**src/rtl/msx_slot_bus_bridge_pkg.sv**
```systemverilog
// Shared definitions for the MSX slot bus bridge: FSM state encodings,
// timeout counter width and the open-bus value returned on unclaimed reads.
// Pure definitions, no logic; no latency or backpressure.
package msx_slot_bus_bridge_pkg;

  typedef enum logic [2:0] {
    IDLE    = 3'd0,
    RD_REQ  = 3'd1,
    RD_WAIT = 3'd2,
    RD_HOLD = 3'd3,
    WR_REQ  = 3'd4,
    WR_HOLD = 3'd5
  } state_t;

  localparam int         TMO_W    = 4;
  localparam logic [7:0] OPEN_BUS = 8'hFF;

endpackage

```
**src/rtl/msx_sync_2ff.sv**
```systemverilog
// Two-flop synchronizer for asynchronous slot strobes, with a tap on the first stage.
// Latency: 2 clk to q, 1 clk to q_first.
// No backpressure; samples every cycle.
module msx_sync_2ff #(
  parameter int             W       = 1,
  parameter logic [W-1:0]   RST_VAL = '1
) (
  input  logic         clk,
  input  logic         n_reset,
  input  logic [W-1:0] d,
  output logic [W-1:0] q,
  output logic [W-1:0] q_first
);

  logic [W-1:0] stage1, stage2;

  // Shift the raw inputs through two flops; strobes reset to their idle (high) level.
  always_ff @(posedge clk or negedge n_reset) begin
    if (!n_reset) begin
      stage1 <= RST_VAL;
      stage2 <= RST_VAL;
    end else begin
      stage1 <= d;
      stage2 <= stage1;
    end
  end

  assign q       = stage2;
  assign q_first = stage1;

endmodule

```
**src/rtl/msx_slot_bus_bridge.sv**
```systemverilog
// Cartridge-slot to internal bus initiator: strobes -> one-cycle bus_read/bus_write pulses, read data back with WAIT.
// Latency: slot strobe edge to bus pulse is 3 clk (2 sync + 1 latch); all outputs registered.
// Backpressure: reads hold slot_n_wait low until bus_read_ready or timeout; writes are fire-and-forget.
module msx_slot_bus_bridge
  import msx_slot_bus_bridge_pkg::*;
#(
  parameter bit               WAIT_EN = 1'b1,
  parameter bit               IO_EN   = 1'b1,
  parameter logic [TMO_W-1:0] TIMEOUT = 4'd15
) (
  input  logic        clk,
  input  logic        n_reset,
  input  logic [15:0] slot_a,
  input  logic [7:0]  slot_d_in,
  output logic [7:0]  slot_d_out,
  output logic        slot_d_oe,
  input  logic        slot_n_sltsl,
  input  logic        slot_n_merq,
  input  logic        slot_n_iorq,
  input  logic        slot_n_rd,
  input  logic        slot_n_wr,
  output logic        slot_n_wait,
  output logic [15:0] bus_address,
  output logic [7:0]  bus_write_data,
  output logic        bus_read,
  output logic        bus_write,
  output logic        bus_memory,
  input  logic        bus_read_ready,
  input  logic [7:0]  bus_read_data
);

  logic [4:0] strb_raw, strb_q, strb_first;
  logic [3:0] sync_first_unused;
  logic       mem_hit, io_hit, hit, rd_now, wr_now, rd_next;
  logic       cap, fill;
  state_t     state, next_state;
  logic [TMO_W-1:0] tmo_cnt;

  assign strb_raw = {slot_n_sltsl, slot_n_merq, slot_n_iorq, slot_n_rd, slot_n_wr};

  msx_sync_2ff #(.W(5), .RST_VAL(5'b11111)) u_sync (
    .clk     (clk),
    .n_reset (n_reset),
    .d       (strb_raw),
    .q       (strb_q),
    .q_first (strb_first)
  );

  // Only the read strobe needs a look-ahead: it lets oe drop on the same edge the synchronized n_rd rises.
  assign sync_first_unused = {strb_first[4:2], strb_first[0]};

  assign mem_hit = !strb_q[4] && !strb_q[3];
  assign io_hit  = IO_EN && !strb_q[2];
  assign hit     = mem_hit || io_hit;
  assign rd_now  = !strb_q[1];
  assign wr_now  = !strb_q[0];
  assign rd_next = !strb_first[1];

  // State register.
  always_ff @(posedge clk or negedge n_reset) begin
    if (!n_reset) state <= IDLE;
    else          state <= next_state;
  end

  // Next-state decode; cap/fill mark the cycle that loads read data for the slot.
  always_comb begin
    next_state = state;
    cap        = 1'b0;
    fill       = 1'b0;
    case (state)
      IDLE: begin
        if (hit && rd_now && !wr_now)      next_state = RD_REQ;
        else if (hit && wr_now && !rd_now) next_state = WR_REQ;
      end
      RD_REQ: begin
        if (!rd_now) begin
          next_state = IDLE;
        end else if (bus_read_ready) begin
          cap        = 1'b1;
          next_state = RD_HOLD;
        end else begin
          next_state = RD_WAIT;
        end
      end
      RD_WAIT: begin
        if (!rd_now) begin
          next_state = IDLE;
        end else if (bus_read_ready) begin
          cap        = 1'b1;
          next_state = RD_HOLD;
        end else if (tmo_cnt == TIMEOUT) begin
          // Unclaimed memory reads return open bus; unclaimed I/O is left to other devices.
          fill       = bus_memory;
          next_state = RD_HOLD;
        end
      end
      RD_HOLD: if (!rd_now) next_state = IDLE;
      WR_REQ:  next_state = WR_HOLD;
      WR_HOLD: if (!wr_now) next_state = IDLE;
      default: next_state = IDLE;
    endcase
  end

  // Registered outputs, address/data latches and the read timeout counter.
  always_ff @(posedge clk or negedge n_reset) begin
    if (!n_reset) begin
      bus_address    <= '0;
      bus_write_data <= '0;
      bus_read       <= 1'b0;
      bus_write      <= 1'b0;
      bus_memory     <= 1'b0;
      slot_d_out     <= '0;
      slot_d_oe      <= 1'b0;
      slot_n_wait    <= 1'b1;
      tmo_cnt        <= '0;
    end else begin
      bus_read    <= (next_state == RD_REQ);
      bus_write   <= (next_state == WR_REQ);
      slot_n_wait <= !(WAIT_EN && (next_state == RD_REQ || next_state == RD_WAIT));
      tmo_cnt     <= (state == RD_WAIT) ? tmo_cnt + 1'b1 : '0;
      if (state == IDLE && (next_state == RD_REQ || next_state == WR_REQ)) begin
        bus_address <= slot_a;
        bus_memory  <= mem_hit;
      end
      if (state == IDLE && next_state == WR_REQ) bus_write_data <= slot_d_in;
      if (cap)       slot_d_out <= bus_read_data;
      else if (fill) slot_d_out <= OPEN_BUS;
      slot_d_oe <= rd_next &&
                   (cap || fill || (state == RD_HOLD && next_state == RD_HOLD && slot_d_oe));
    end
  end

endmodule

```
**config.mk**
```make
export PLATFORM = sky130hd
export DESIGN_NAME = msx_slot_bus_bridge
export DESIGN_NICKNAME = d
export VERILOG_FILES = /design/src/rtl/msx_slot_bus_bridge_pkg.sv /design/src/rtl/msx_sync_2ff.sv /design/src/rtl/msx_slot_bus_bridge.sv
export SDC_FILE = /design/constraint.sdc
export NUM_CORES = 1
export LEC_CHECK = 0
export CORE_UTILIZATION = 55
export CTS_BUF_LIST = sky130_fd_sc_hd__clkbuf_8
export DETAILED_ROUTE_END_ITERATION = 10
export DONT_BUFFER_PORTS = 1
export GPL_TIMING_DRIVEN = 0
export PLACE_DENSITY_LB_ADDON = 0.12
export RECOVER_POWER = 25
export SETUP_SLACK_MARGIN = 0.3
export SLEW_MARGIN = 25
export SYNTH_ARGS = -nofsm -noshare
export SYNTH_HDL_FRONTEND = slang
export SYNTH_SLANG_ARGS = --single-unit
export TNS_END_PERCENT = 100
```
**constraint.sdc**
```tcl
create_clock -name clk -period 2.9 [get_ports clk]
set_clock_uncertainty 0.15 [all_clocks]
set_input_delay 0.58 -clock clk [delete_from_list [all_inputs] [get_ports clk]]
set_output_delay 0.58 -clock clk [all_outputs]
set_load 0.02 [all_outputs]
```
==> summary.txt, run 1 <==
Clocking
  – Root buf cell: clkbuf_8
  – Total CTS buffers: 5
  – CTS tree: done
  – Worst-path clk slew: about 90 ps
  – H-tree depth: 2
  – Latest clock arrival within the worst-skew pair: around 310 ps
  – Clk sinks: 54
  – Clock tree buffer depth: 2

Floorplanning
  – Die area: ~0.0042 mm²
  – Ports: slightly below 80
  – Cell Rows: 22
  – Core Box Area: 0.003744 mm²
  – DIE WIDTH: about 65 µm
  – Initial core utilization: 58.62%
  – Chip height: between 60 and 70 µm

Cells and area
  – Ant diodes: 0
  – Syn-to-layout area delta: 7.355%
  – Final cell count without fillers: between 200 and 250
  – Final nets: 202
  – Final core occ: between 60% and 70%
  – Commonest non-fill, non-tap cell in the layout: dfrtp_1
  – Most frequent cells in the layout: dfrtp_1 (43), mux2_2 (15), inv_1 (11)
  – Share of post-route cells with drive strength above 1: about a third

Synth
  – Synthesized area per cell: ~14 µm²
  – Leading area contributor after synthesis: dfrtp_1
  – Register area share after synthesis: slightly above 60%
  – Unique cell type count in the Yosys netlist: 37
  – Area share of the largest cell type after synthesis: 49.03%
  – Area contributors post-synth: dfrtp_1 (49%), dfstp_2 (13%), mux2_2 (7.7%)
  – YS warnings: 0
  – Cell Area, Synth: roughly 0.0022 mm²
  – Cells after Synth: around 150
  – Syn Nets: between 150 and 200
  – Yosys reg bits: 54

Placement
  – Port bufs: 0
  – Placed Cells: 200
  – Final HPWL DP: ~2.6 mm
  – Placement Setup Slack: roughly 1100 ps
  – GPL Wtd Cong: slightly below 0.8

Drt
  – WL final: approximately 3.7 mm
  – DRT Pass-1 Iters: 4
  – Final antenna-violating net count: 0
  – Via count: around 1200
  – DRC Markers: 0
  – Detailed-route wire length per cell: 17.48 µm
  – Via density: ~5.7
  – Iteration-0 DRC Markers: approximately 70

Timing
  – Relative max-transition margin: 17.30%
  – Hold Vio Cnt, Final: 0
  – Setup WS post-layout: between 900 and 1000 ps
  – RSZ-0062 raised after global routing: no
  – WHS: 108.6 ps
  – Setup TNS: 0 ps
  – Worst Tran Pin Value: approximately 1200 ps
  – Tcrit/Tclk final: around 70%
  – Fin crit period: 1982 ps
  – Final setup viols: 0
  – Max-slew violation count: 0
  – Fmax: just over 500 MHz

Worst setup path
  – Biggest cell delay along the critical path: between 900 and 1000 ps
  – Critical Path End Type: asynchronous set/reset pin
  – Critical R2R Launch: state[1]
  – WP data arrival: between 2000 and 2500 ps
  – Max FO, Critical Path: 54
  – WP buf/inv: 2
  – Slowest cell on the critical path: clkbuf_2
  – R2R setup slack: 970 ps
  – R2r endpoint: bus_address[12]
  – FF-to-FF path depth: 5
  – Crit path cell chain: dlygate4sd3_1 -> clkbuf_2
  – CP delay by family, top: buffers and inverters
  – Startpoint types: input port
  – WP data required: approximately 3000 ps
  – Critical path class: in -> async

Worst hold path
  – Hold Crit Depth: 0
  – Hold crit path type: in -> reg
  – Min-delay src: slot_n_iorq
  – Worst Hold Path EP: u_sync.q_first[2]

GRT
  – Vias in the first global route: approximately 1300
  – GRT Util Overall: just under 20%
  – First-pass GRT wire length: about 6.0 mm
  – Overflow after GRT: 0
  – Largest net degree at the start of global routing: 55
  – Initial antenna violation count: 0

Pwr
  – Peak supply drop: 0.6795 mV
  – LEAKAGE: between 0.001 and 0.0015 µW
  – Pwr per Cell Area: around 1100 mW/mm²

Run
  – Maxcap violations: 0

Outcome
  – Status: complete, no violations
[cells in the mapped netlist]
master	count
nand4_1	1
nor3b_1	1
mux2i_1	8
nand3_1	3
nor2_1	6
inv_1	11
nor4b_2	1
nor2_4	1
o41a_1	1
a311o_1	1
and2b_1	1
dfrtp_1	43
buf_2	1
nor3_1	4
xnor2_1	1
a21oi_1	10
a32oi_1	1
mux2_2	15
o211ai_4	1
nand2b_1	1
nand3_2	1
buf_4	1
xor2_2	1
xor2_1	1
nand4b_4	1
o21ai_0	2
and4_1	1
mux2_4	10
o211ai_1	1
nor2b_1	1
dfstp_2	11
clkbuf_2	1
buf_6	2
nand2_1	3
clkbuf_1	1
ha_1	1
o21ai_2	1
[cells by family after synthesis]
| kind of cell | share of synthesized area [%] |
|---|---|
| AO/OA/AOI/OAI | 5.816 |
| buffers and inverters | 3.876 |
| adder cells (fa/ha/maj) | 0.5700 |
| flip-flops | 62.20 |
| AND/OR/NAND/NOR | 7.811 |
| multiplexers | 18.19 |
| XOR/XNOR | 1.540 |
[layer usage]
| metal | share of wire [%] | up-vias | GRT usage, % |
|---|---|---|---|
| met5 | 0 | - | 0 |
| met4 | 1.3 | 0 | 5.707 |
| met3 | 7.9 | 6 | 7.986 |
| met2 | 52 | 52 | 31.96 |
| met1 | 39 | 603 | 23.07 |
| li1 | - | 542 | - |
[area by class of cell]
cell class,instances,area [µm²]
Multi-Input combinational cell,81,737.0
Timing Repair Buffer,2,15.01
Clock inverter,3,25.02
Sequential cell,54,1365
Fill cell,316,1388
Buffer,6,43.79
Clock buffer,5,68.82
Inverter,11,41.29
Tap cell,48,60.06
[worst register-to-register path: cells and delay by family (launching register included)]
| family | cells | cell delay, ps |
|---|---|---|
| flip-flops | 1 | 370 |
| AND/OR/NAND/NOR | 2 | 610 |
| multiplexers | 1 | 310 |
| buffers and inverters | 2 | 390 |
[worst max path at each step]
stage	startpoint	to	slack (ps)	cells past startpoint
2_1_floorplan	u_sync.q[1]	bus_address[10]	1180	5
3_3_place_gp	u_sync.q[1]	bus_address[14]	1110	5
3_5_place_dp	u_sync.q[1]	bus_address[12]	1070	5
4_1_cts	state[2]	slot_d_out[0]	980	4
5_1_grt	n_reset	bus_write_data[6]	620	2
6_report	n_reset	bus_write_data[5]	920	2
[stage by stage]
stage,power [µW],instance area (µm²)
after floorplan,1977,2195
after global placement,2060,2255
after detailed placement,2108,2255
after CTS,2554,2386
after global routing,2662,2356
final,2514,2356
[timing repair]
item                      4_1_cts  5_1_grt
setup buffers                   0        0
gates resized for setup         0        0
hold buffers                    2        0
hold endpoints to repair       54        0
[flip-flops by register name, indices dropped and copies added (netlist names), 3 cells and up]
| name | flops |
|---|---|
| u_sync.q_first | 5 |
| state | 3 |
| bus_address | 16 |
| u_sync.q | 5 |
| bus_write_data | 8 |
| tmo_cnt | 4 |
| slot_d_out | 8 |
[where the power goes]
group	leakage (µW)	switching (µW)	internal (µW)
Sequential	0.000633	483	1030
Clock	0.0000447	245	174
Combinational	0.000433	255	325
Power figures use the tool's default switching activity.
==> run 2, diff against run 1 <==
clock period = 2.05 ns   (was 2.9 ns; I/O delays follow)
==> summary.txt, run 2 (same netlist as run 1, synthesis figures left out) <==
Floorplanning
  – Chip height: ~65 µm
  – DIE WIDTH: between 60 and 70 µm
  – Die area: between 0.004 and 0.005 mm²
  – Ports: 77
  – Initial core utilization: 58.62%
  – Core Box Area: 0.003744 mm²
  – Cell Rows: 22

GRT
  – Vias in the first global route: approximately 1300
  – Initial antenna violation count: 0
  – First-pass GRT wire length: ~6.2 mm
  – Overflow after GRT: 0
  – GRT Util Overall: 20.36%
  – Largest net degree at the start of global routing: 55

Timing
  – WHS: -365.7 ps
  – Fmax: around 580 MHz
  – Hold Vio Cnt, Final: 54
  – Fin crit period: 1720 ps
  – RSZ-0062 raised after global routing: yes
  – Relative max-transition margin: 67.50%
  – Final setup viols: 0
  – Setup TNS: 0 ps
  – Max-slew violation count: 0
  – Tcrit/Tclk final: a little over four fifths
  – Worst Tran Pin Value: slightly below 500 ps

Cells and area
  – Final core occ: about 66%
  – FF+latch area: approximately 0.0014 mm²
  – Largest registers: bus_address (16), bus_write_data (8), slot_d_out (8)
  – Final cell count without fillers: about 220
  – Filler cells: around 310
  – Ant diodes: 0
  – Largest reg by FF count: bus_address
  – Share of post-route cells with drive strength above 1: ~36%
  – Area of the multi-input gates: ~770 µm²
  – Most frequent cells in the layout: dfrtp_1 (43), mux2_2 (15), inv_1 (11), dfstp_2 (11)
  – Final nets: around 210
  – Largest register FFs: 16
  – Commonest non-fill, non-tap cell in the layout: dfrtp_1
  – Syn-to-layout area delta: 12.14%

Drt
  – Detailed-route wire length per cell: 17.76 µm
  – WL final: about 3.8 mm
  – DRC Markers: 0
  – DRT Pass-1 Iters: 4
  – Final antenna-violating net count: 0
  – Via density: about 5.7
  – Via count: 1229
  – Iteration-0 DRC Markers: slightly above 90

Clocking
  – Clock tree buffer depth: 2
  – Clk sinks: between 50 and 60
  – Hold-fix buffers, CTS: 5
  – Latest clock arrival within the worst-skew pair: a little over 300 ps
  – Root buf cell: clkbuf_8
  – Total CTS buffers: 5
  – CTS tree: done
  – Worst-path clk slew: approximately 100 ps
  – H-tree depth: 2

Worst setup path
  – Startpoint types: flip-flop
  – R2r endpoint: bus_address[12]
  – FF-to-FF path depth: 5
  – WP data arrival: 1770 ps
  – Critical Path End Type: flip-flop
  – R2R setup slack: between 300 and 400 ps
  – WP data required: roughly 2100 ps
  – Max FO, Critical Path: 10
  – Critical path class: reg -> reg
  – Critical R2R Launch: u_sync.q[1]

Run
  – Maxcap violations: 0

Pwr
  – Peak supply drop: roughly 0.96 mV
  – LEAKAGE: roughly 0.0012 µW
  – Pwr per Cell Area: around 1500 mW/mm²

Outcome
  – Failing checks: negative hold slack
  – Status: finished, violations left

Placement
  – Port bufs: 0
  – Final HPWL DP: 2.580 mm
  – Placed Cells: 200
  – GPL Wtd Cong: 0.7896

Worst hold path
  – Hold crit path type: in -> async
## run 2: changes by cell type in the layout (fill, tap and decap cells not counted), sizes merged
cell	delta
buf	+2
dlygate4sd3	+4
clkbuf	-1
nand3	+1
## run 2: worst max path at each step
stage                                 end         from  cells past startpoint  slack (ps)
final                     bus_address[12]  u_sync.q[1]                      5         330
after global routing        slot_d_out[0]     state[2]                      4         270
after CTS                   slot_d_out[0]   tmo_cnt[0]                      5         270
after detailed placement  bus_address[12]  u_sync.q[1]                      5         220
after global placement    bus_address[14]  u_sync.q[1]                      5         260
after floorplan           bus_address[10]  u_sync.q[1]                      5         330
## run 2: final cells by class
class / instances / area share (%)
plain buffers: 6 / 1.983
clock buffers: 5 / 2.796
clock inverters: 3 / 1.017
inverters: 11 / 1.678
multi-input cells: 82 / 31.47
flip-flops and latches: 54 / 55.47
well taps: 48 / 2.440
repair buffers: 7 / 3.152
## run 2: per-layer routing
metal  track usage [%]  wire length, µm  vias to the layer above
met5                 0                0                        -
met1             23.90             1509                      625
met4             5.707               48                        0
met3             7.465              255                        6
li1                  -                -                      551
met2             34.92             2022                       47
## run 2: repair_timing
| action | CTS | global route |
|---|---|---|
| setup endpoints to repair | 26 | 29 |
| pin swaps | 1 | 1 |
| cloned | 1 | 0 |
| hold endpoints to repair | 59 | 54 |
| gates resized for setup | 4 | 3 |
| setup buffers | 1 | 1 |
## run 2: worst max-delay path: stages, from the launching register on
cell and delay [ps]:
dfstp_2 530, buf_6 130, xor2_2 170, nand4b_4 140
buf_8 190, mux2_4 300
## run 2: where the power goes
part / switching [µW] / total, µW / internal [µW]
logic: 379 / 882 / 503
clock network: 343 / 590 / 247
registers: 683 / 2140 / 1460
total: 1410 / 3610 / 2210
## run 2: metrics by stage
stage,power (µW),cell area [µm²],hold WS [ps],worst slack (ps)
3_3_place_gp,2914,2255,-34.49,259.1
5_1_grt,3831,2461,-389.1,268.9
2_1_floorplan,2796,2195,-35.59,332.6
4_1_cts,3632,2434,-377.3,268.9
6_report,3614,2461,-365.7,330.1
3_5_place_dp,2982,2255,-34.47,218.3
